<file path="src/rtl/uart_cfg_ctrl.sv">
// Configuration controller: handshakes decoded register writes, holds a 16x4
// register file, and sequences baud changes (drop baud_ready, settle, re-arm).
module uart_cfg_ctrl #(
  parameter int         SETTLE_CYCLES = 32,
  parameter logic [3:0] BAUD_ADDR     = 4'h0,
  parameter logic [3:0] CLR_ADDR      = 4'hF
) (
  input  logic       clk,
  input  logic       rst,
  input  logic       valid,
  input  logic [3:0] address,
  input  logic [3:0] data,
  output logic       ack,
  input  logic [3:0] rd_addr,
  output logic [3:0] rd_data,
  output logic [2:0] baud,
  output logic       baud_ready,
  output logic       busy,
  output logic       err
);

  typedef enum logic [2:0] {
    IDLE,
    WRITE,
    BAUD_SET,
    SETTLE,
    ACK,
    RELEASE
  } state_t;

  localparam logic [7:0] SETTLE_INIT = 8'(SETTLE_CYCLES - 1);
  localparam logic [3:0] MAX_BAUD    = 4'd4;

  state_t     state, next_state;
  logic [3:0] lat_addr;
  logic [3:0] lat_data;
  logic [7:0] count;
  logic [3:0] regs [16];
  logic       baud_legal;

  assign baud_legal = (lat_data <= MAX_BAUD);
  assign busy       = (state != IDLE);

  // NOTE: next-state logic assigns a default first so no path can infer a latch.
  always_comb begin
    next_state = state;
    case (state)
      IDLE:     if (valid) next_state = (address == BAUD_ADDR) ? BAUD_SET : WRITE;
      WRITE:    next_state = ACK;
      BAUD_SET: next_state = baud_legal ? SETTLE : ACK;
      SETTLE:   if (count == 8'd0) next_state = ACK;
      ACK:      next_state = RELEASE;
      RELEASE:  if (!valid) next_state = IDLE;
      default:  next_state = IDLE;
    endcase
  end

  // NOTE: sequential state uses non-blocking assignments so every register
  // samples pre-edge values, which also gives rd_data its read-old-value behaviour.
  always_ff @(posedge clk or negedge rst) begin
    if (!rst) state <= IDLE;
    else      state <= next_state;
  end

  // ack is the registered image of the ACK state, landing one cycle after it.
  always_ff @(posedge clk or negedge rst) begin
    if (!rst) begin
      lat_addr   <= 4'h0;
      lat_data   <= 4'h0;
      count      <= 8'd0;
      baud       <= 3'b001;
      baud_ready <= 1'b1;
      err        <= 1'b0;
      ack        <= 1'b0;
      rd_data    <= 4'h0;
      // NOTE: the register file is small and has architected reset values
      // (baud register mirrors baud), so it is reset explicitly.
      for (int i = 0; i < 16; i++) regs[i] <= 4'h0;
      regs[BAUD_ADDR] <= 4'h1;
    end else begin
      ack     <= (state == ACK);
      rd_data <= regs[rd_addr];
      case (state)
        IDLE: begin
          if (valid) begin
            lat_addr <= address;
            lat_data <= data;
          end
        end
        WRITE: begin
          regs[lat_addr] <= lat_data;
          if (lat_addr == CLR_ADDR) err <= 1'b0;
        end
        BAUD_SET: begin
          if (baud_legal) begin
            baud            <= lat_data[2:0];
            regs[BAUD_ADDR] <= lat_data;
            baud_ready      <= 1'b0;
            count           <= SETTLE_INIT;
          end else begin
            err <= 1'b1;
          end
        end
        SETTLE: begin
          if (count == 8'd0) baud_ready <= 1'b1;
          else               count      <= count - 8'd1;
        end
        default: ;
      endcase
    end
  end

endmodule

</file>
<file path="config.mk">
export PLATFORM = sky130hd
export DESIGN_NAME = uart_cfg_ctrl
export DESIGN_NICKNAME = d
export VERILOG_FILES = /design/src/rtl/uart_cfg_ctrl.sv
export SDC_FILE = /design/constraint.sdc
export NUM_CORES = 1
export LEC_CHECK = 0
export ABC_AREA = 0
export BUFFER_PORTS_ARGS = -buffer_cell sky130_fd_sc_hd__buf_2
export CORE_ASPECT_RATIO = 1.4
export CORE_MARGIN = 1.5
export CORE_UTILIZATION = 50
export DETAILED_ROUTE_END_ITERATION = 16
export PLACE_DENSITY = 0.7
export SLEW_MARGIN = 20
export SYNTH_ARGS = -nofsm -noshare
export SYNTH_HDL_FRONTEND = slang
export SYNTH_SLANG_ARGS = --single-unit
export TNS_END_PERCENT = 10
</file>
<file path="constraint.sdc">
create_clock -name clk -period 1.8 [get_ports clk]
set_input_delay 0.18 -clock clk [delete_from_list [all_inputs] [get_ports clk]]
set_output_delay 0.18 -clock clk [all_outputs]
set_load 0.005 [all_outputs]
</file>
* After elaboration in Yosys (flattened, before gate mapping)
Index checks and enable logic that the tools add are counted.
** Word-level totals
- Output and inout port bits :: 11
- Register bits after elaboration :: 93
** Cells by class
- Bitwise operators :: 2
- Magnitude comparators :: 4
- Reductions and logical operators :: 14
- Multiplexer cells :: 23
- Add/subtract/negate cells :: 1
- Equal/unequal tests :: 13
** Operators by type and width (count)
- bitwise mux 64 bit :: 1
- one-hot mux 3 bit (6 select lines) :: 1
- binary-select mux 4 bit (select 4 bit) :: 1
- demux 4 bit (select 4 bit) :: 1
- 2-to-1 mux 4 bit :: 4
- 2-to-1 mux 8 bit :: 2
- one-hot mux 8 bit (2 select lines) :: 1
- inequality test 2 bit, second input constant :: 7
- 2-to-1 mux 3 bit :: 4
- AND reduction 3 bit :: 4
- greater-or-equal comparator 5 bit, second input constant :: 2
- NOT 4 -> 5 bit :: 2
- zero test 8 bit :: 1
- one-hot mux 4 bit (2 select lines) :: 1
- subtractor 8 x 1 -> 8 bit, second input constant :: 1
- equality test 3 x 2 -> 1 bit, second input constant :: 2
- equality test 3 bit, second input constant :: 2
- AND reduction 2 bit :: 3
- less-than comparator 5 x 1 -> 1 bit, second input constant :: 1
- equality test 4 bit, second input constant :: 1
- less-or-equal comparator 4 x 3 -> 1 bit, second input constant :: 1
- zero test 4 bit :: 1
- 2-to-1 mux 1 bit :: 4
- one-hot mux 1 bit (2 select lines) :: 2
- other kinds (6) :: 7

* Longest topological paths before layout
- Word-level depth :: 7
- Depth in mapped cells :: 6
- Gate-level depth less buffers :: 6

* Least setup slack after synthesis
Ideal clock, no wire load.
- Kind :: register to register
- From :: reg count[0]
- To :: reg count[2]
- Clock period less this slack :: 1.625 ns
- Stages on the path, launching flop included :: 7
- Library setup time :: 0.134 ns
- Path buffers :: 0
- Slack :: 0.175 ns
- Data arrival time :: 1.491 ns
- Cells stage by stage :: dfrtp_1 inv_1 ha_1 nor4b_2 a21oi_2 a211oi_1 a31oi_1
** On the way
- Longest elaborated chain between the ends :: 3
- Elaborated cells on any way between the ends :: 6
- Classes of those cells :: add/sub (1); eq/ne (1); mux (2); reduce/logical (2)
** Ends and longest elaborated chain
- start, declared :: RTL line 37 : logic [7:0] count;
- start signal, assigned :: RTL line 106 : else count <= count - 8'd1;
- subtractor 8 x 1 -> 8 bit or zero test 8 bit (tied branches) :: RTL line 106, 105
- 2-to-1 mux 8 bit or inequality test 2 bit (tied branches)
- one-hot mux 8 bit (2 select lines) or AND reduction 3 bit (tied branches)
Several ways; a longest one is shown, not always the timed one. The select of a mux whose other input is x is not followed.
A chain may end at the register's enable or synchronous reset.

* Worst setup path after layout
- From :: reg state[1]
- To :: reg regs[62] in the netlist's numbering
** On the way
- Longest elaborated chain between the ends :: 3
- Elaborated cells on any way between the ends :: 6
- Classes of those cells :: eq/ne (3); mux (1); reduce/logical (2)
** Ends and longest elaborated chain
- start, declared :: RTL line 34 : state_t state, next_state;
- start signal, assigned :: RTL line 62 : else state <= next_state;
- equality test 3 x 2 -> 1 bit or equality test 3 x 1 -> 1 bit (tied branches) :: RTL line 83 : case (state)
- inequality test 2 bit (no line) or nonzero test 2 bit (tied branches)
- AND reduction 2 bit (no line)
- end signal, assigned by index :: RTL line 91 : regs[lat_addr] <= lat_data;
- end signal, assigned by index :: RTL line 97 : regs[BAUD_ADDR] <= lat_data;
- end, declared :: RTL line 38 : logic [3:0] regs [16];
Several ways; a longest one is shown, not always the timed one.

==> results.json <==
{
  "critPathBufInv": 1,
  "core.rowCount": 40,
  "die_h_um": 113,
  "synth_compound_area_share_pct": 4.65,
  "routed_via_density": 5.84,
  "die_w_um": 81.9,
  "leakage_nw": 2.33,
  "layout_setup_ws_ps": 12.8,
  "avgSynthCellArea_um2": 13.6,
  "grt_pass1_vias": 2956,
  "holdPathEnd": "lat_data[2]",
  "place_ws_ps": 18.3,
  "fill_cells": 684,
  "hold_class": "input port to flip-flop",
  "slew_violations": 0,
  "holdCritStartpoint": "data[2]",
  "ys_async_sr_fraction_pct": 100,
  "ios": 26,
  "drive_gt1_share_pct": 45.4,
  "htreeDepth": 3,
  "clk_pin_slew_worst_paths_ps": 60,
  "critPathMaxFanout": 6,
  "period_minus_slack_ps": 1790,
  "drt_iter0_drc": 165,
  "ir_worst_vdd_mv": 0.829,
  "synth-edff-count": 0,
  "wl_um": 8970,
  "initial_utilization_pct": 51.2,
  "yosys.cell_types.count": 49,
  "r2r_start": "state[1]",
  "syn-num-nets": 337,
  "track_usage_pct": 21.3,
  "setup_tns_ps": 0,
  "ys_top_cells_by_count": "90 x dfrtp_1, 74 x mux2_2, 20 x nor2_1",
  "fin_crit_sh_pct": 99.3,
  "grt_pass1_wl_um": 14500,
  "synthAdderAreaFrac_pct": 0.574,
  "routabilityCongestion": 0.795,
  "arrival_ps": 2020,
  "cts_tree": "built",
  "drtPass1Iterations": 4,
  "tightest_slew_ps": 493,
  "startpoint_type": "flip-flop",
  "clkLatencyLatePin_ps": 350,
  "synth_top_family_by_area": "multiplexers",
  "r2r_cells": 5,
  "ant_nets": 0,
  "synthXorXnorAreaFrac_pct": 0.402,
  "yosysMostFrequentCell": "dfrtp_1",
  "synthTopCellsByArea": "dfrtp_1 52%, mux2_2 19%, mux4_2 8.3%",
  "holdPathStages": 2,
  "placed_cell_area_um2": 4700,
  "nNetsFinal": 378,
  "netlist_area_um2": 4360,
  "p_per_area_nw_per_um2": 1620,
  "hold_viol": 0,
  "p_sw_mw": 2.61,
  "yosys.area.top_type": "dfrtp_1",
  "comb_power_share_pct": 33.2,
  "worstPathRequired_ps": 2030,
  "pwr-share-seq_pct": 44.6,
  "antenna_found_initial": 0,
  "ys_warn_count": 0,
  "clockPowerShare_pct": 22.2,
  "grt_max_degree": 94,
  "ys.flop_type": "dfrtp_1",
  "fp.dieArea_um2": 9300,
  "cp_slowest_cell": "dfrtp_2",
  "clockRootBuffer": "clkbuf_16",
  "synthCells": 320,
  "vias": 2752,
  "cts_buffers": 9,
  "crit_chain": "nor4b_4 > nand2b_4 > o41ai_4 > buf_4 > mux2_4",
  "synthMuxAreaShare_pct": 27.8,
  "coreArea_um2": 8510,
  "synthSimpleGateAreaFrac_pct": 10.7,
  "finClkSkew_ps": 8.12,
  "cpPeakStageDelay_ps": 460,
  "area_growth_syn_to_layout_pct": 15.4,
  "hpwl_um": 6150,
  "max_freq_ghz": 0.560,
  "crit_type": "flip-flop to flip-flop",
  "io_buffers": 25,
  "maxCapViolations": 0,
  "antenna_cells": 0,
  "synth-seq-cells": 93,
  "internal_power_mw": 5.54,
  "fin_util_pct": 59.2,
  "grt.overflow.total": 0,
  "clock_path_buffers": 2,
  "drc": 0,
  "routedWlPerCell_um": 19.0,
  "relSlewSlack_pct": 67.1,
  "setup_violations": 0,
  "rrSetupSlack_ps": 10,
  "rsz0062_at_grt": "true",
  "end_kind": "flip-flop",
  "synth_top_area_share_pct": 51.6,
  "rr_endpoint": "regs[62]",
  "p_sw_share_pct": 32.0,
  "synth_seq_area_share_pct": 53.5,
  "fin_area_um2": 5030,
  "report.power.total_mw": 8.15,
  "cts.sinks": 93,
  "run_status": "completed",
  "crit_family": "flip-flops"
}
routing by layer:
layer,up-vias,GRT usage (%),routed length (um)
met5,-,0,0
met1,1402,23.9,3670
met3,25,4.96,325
li1,1258,-,-
met4,0,11.2,354
met2,67,36.8,4620
layout make-up:
class	instances	area (um2)	area share (%)
Clock inverter	1	5.00	0.0994
Inverter	5	18.8	0.373
Timing Repair Buffer	48	315	6.26
Sequential cell	93	2330	46.4
Multi-Input combinational cell	204	1950	38.8
Clock buffer	15	278	5.52
Tap cell	105	131	2.61
through the flow:
step	hold slack [ps]	instances
6_report	67.6	471
5_1_grt	71.6	471
4_1_cts	66.7	469
3_5_place_dp	266	452
3_3_place_gp	264	452
2_1_floorplan	-116	320
power by group through the flow:
stage	Combinational, mW	Clock [mW]	Sequential, mW
3_3_place_gp	2.56	0	3.60
5_1_grt	2.95	1.92	3.75
4_1_cts	2.64	1.82	3.62
3_5_place_dp	2.62	0	3.64
2_1_floorplan	2.00	0	3.37
6_report	2.70	1.81	3.64
placed cells by master, fill, tap and decap left out, types with 2 or more instances in the layout:
| master | n |
|---|---|
| nand2b_1 | 4 |
| dfstp_2 | 3 |
| buf_4 | 22 |
| clkbuf_16 | 9 |
| clkbuf_1 | 3 |
| nand3b_1 | 3 |
| nand3_1 | 12 |
| nor4b_4 | 2 |
| inv_1 | 5 |
| and2_1 | 3 |
| mux2_4 | 3 |
| o211ai_1 | 2 |
| o21ai_0 | 4 |
| a31oi_1 | 4 |
| buf_2 | 24 |
| a21oi_1 | 6 |
| mux4_2 | 16 |
| a211oi_1 | 2 |
| ha_1 | 2 |
| nor2_1 | 20 |
| dfrtp_1 | 88 |
| nor3_1 | 3 |
| nand2_1 | 15 |
| dfrtp_2 | 2 |
| a22oi_1 | 4 |
| clkbuf_8 | 3 |
| o31ai_1 | 2 |
| mux2_2 | 71 |
| nor2b_1 | 4 |
| mux2i_1 | 2 |
flip-flops by register name (all words and copies together) (netlist names):
| register | cells |
|---|---|
| state | 3 |
| rd_data | 4 |
| lat_addr | 4 |
| lat_data | 4 |
| count | 8 |
| err | 1 |
| baud | 3 |
| baud_ready | 1 |
| ack | 1 |
| regs | 64 |
kinds of logic after synthesis:
family                     count (synthesis)
AOI/OAI and AO/OA                         28
xor gates and xnor gates                   2
adders and majority gates                  2
buffers and inverters                     23
DFF                                       93
muxes                                     92
and+or+nand+nor                           80
worst max-delay path by stage:
stage	start	to	slack [ps]	cells past startpoint
2_1_floorplan	count[0]	count[2]	170	6
3_3_place_gp	state[2]	regs[61]	70	4
3_5_place_dp	state[2]	regs[62]	20	4
4_1_cts	state[2]	regs[62]	20	4
5_1_grt	lat_addr[3]	regs[62]	-50	5
6_report	state[1]	regs[62]	10	5
repair_timing:
item	in CTS	in global routing
setup buffers	0	2
gates resized for setup	0	7
hold buffers	1	0
hold endpoints to repair	90	0
setup endpoints to repair	0	23
No activity file was read; power rests on OpenSTA's default activity.
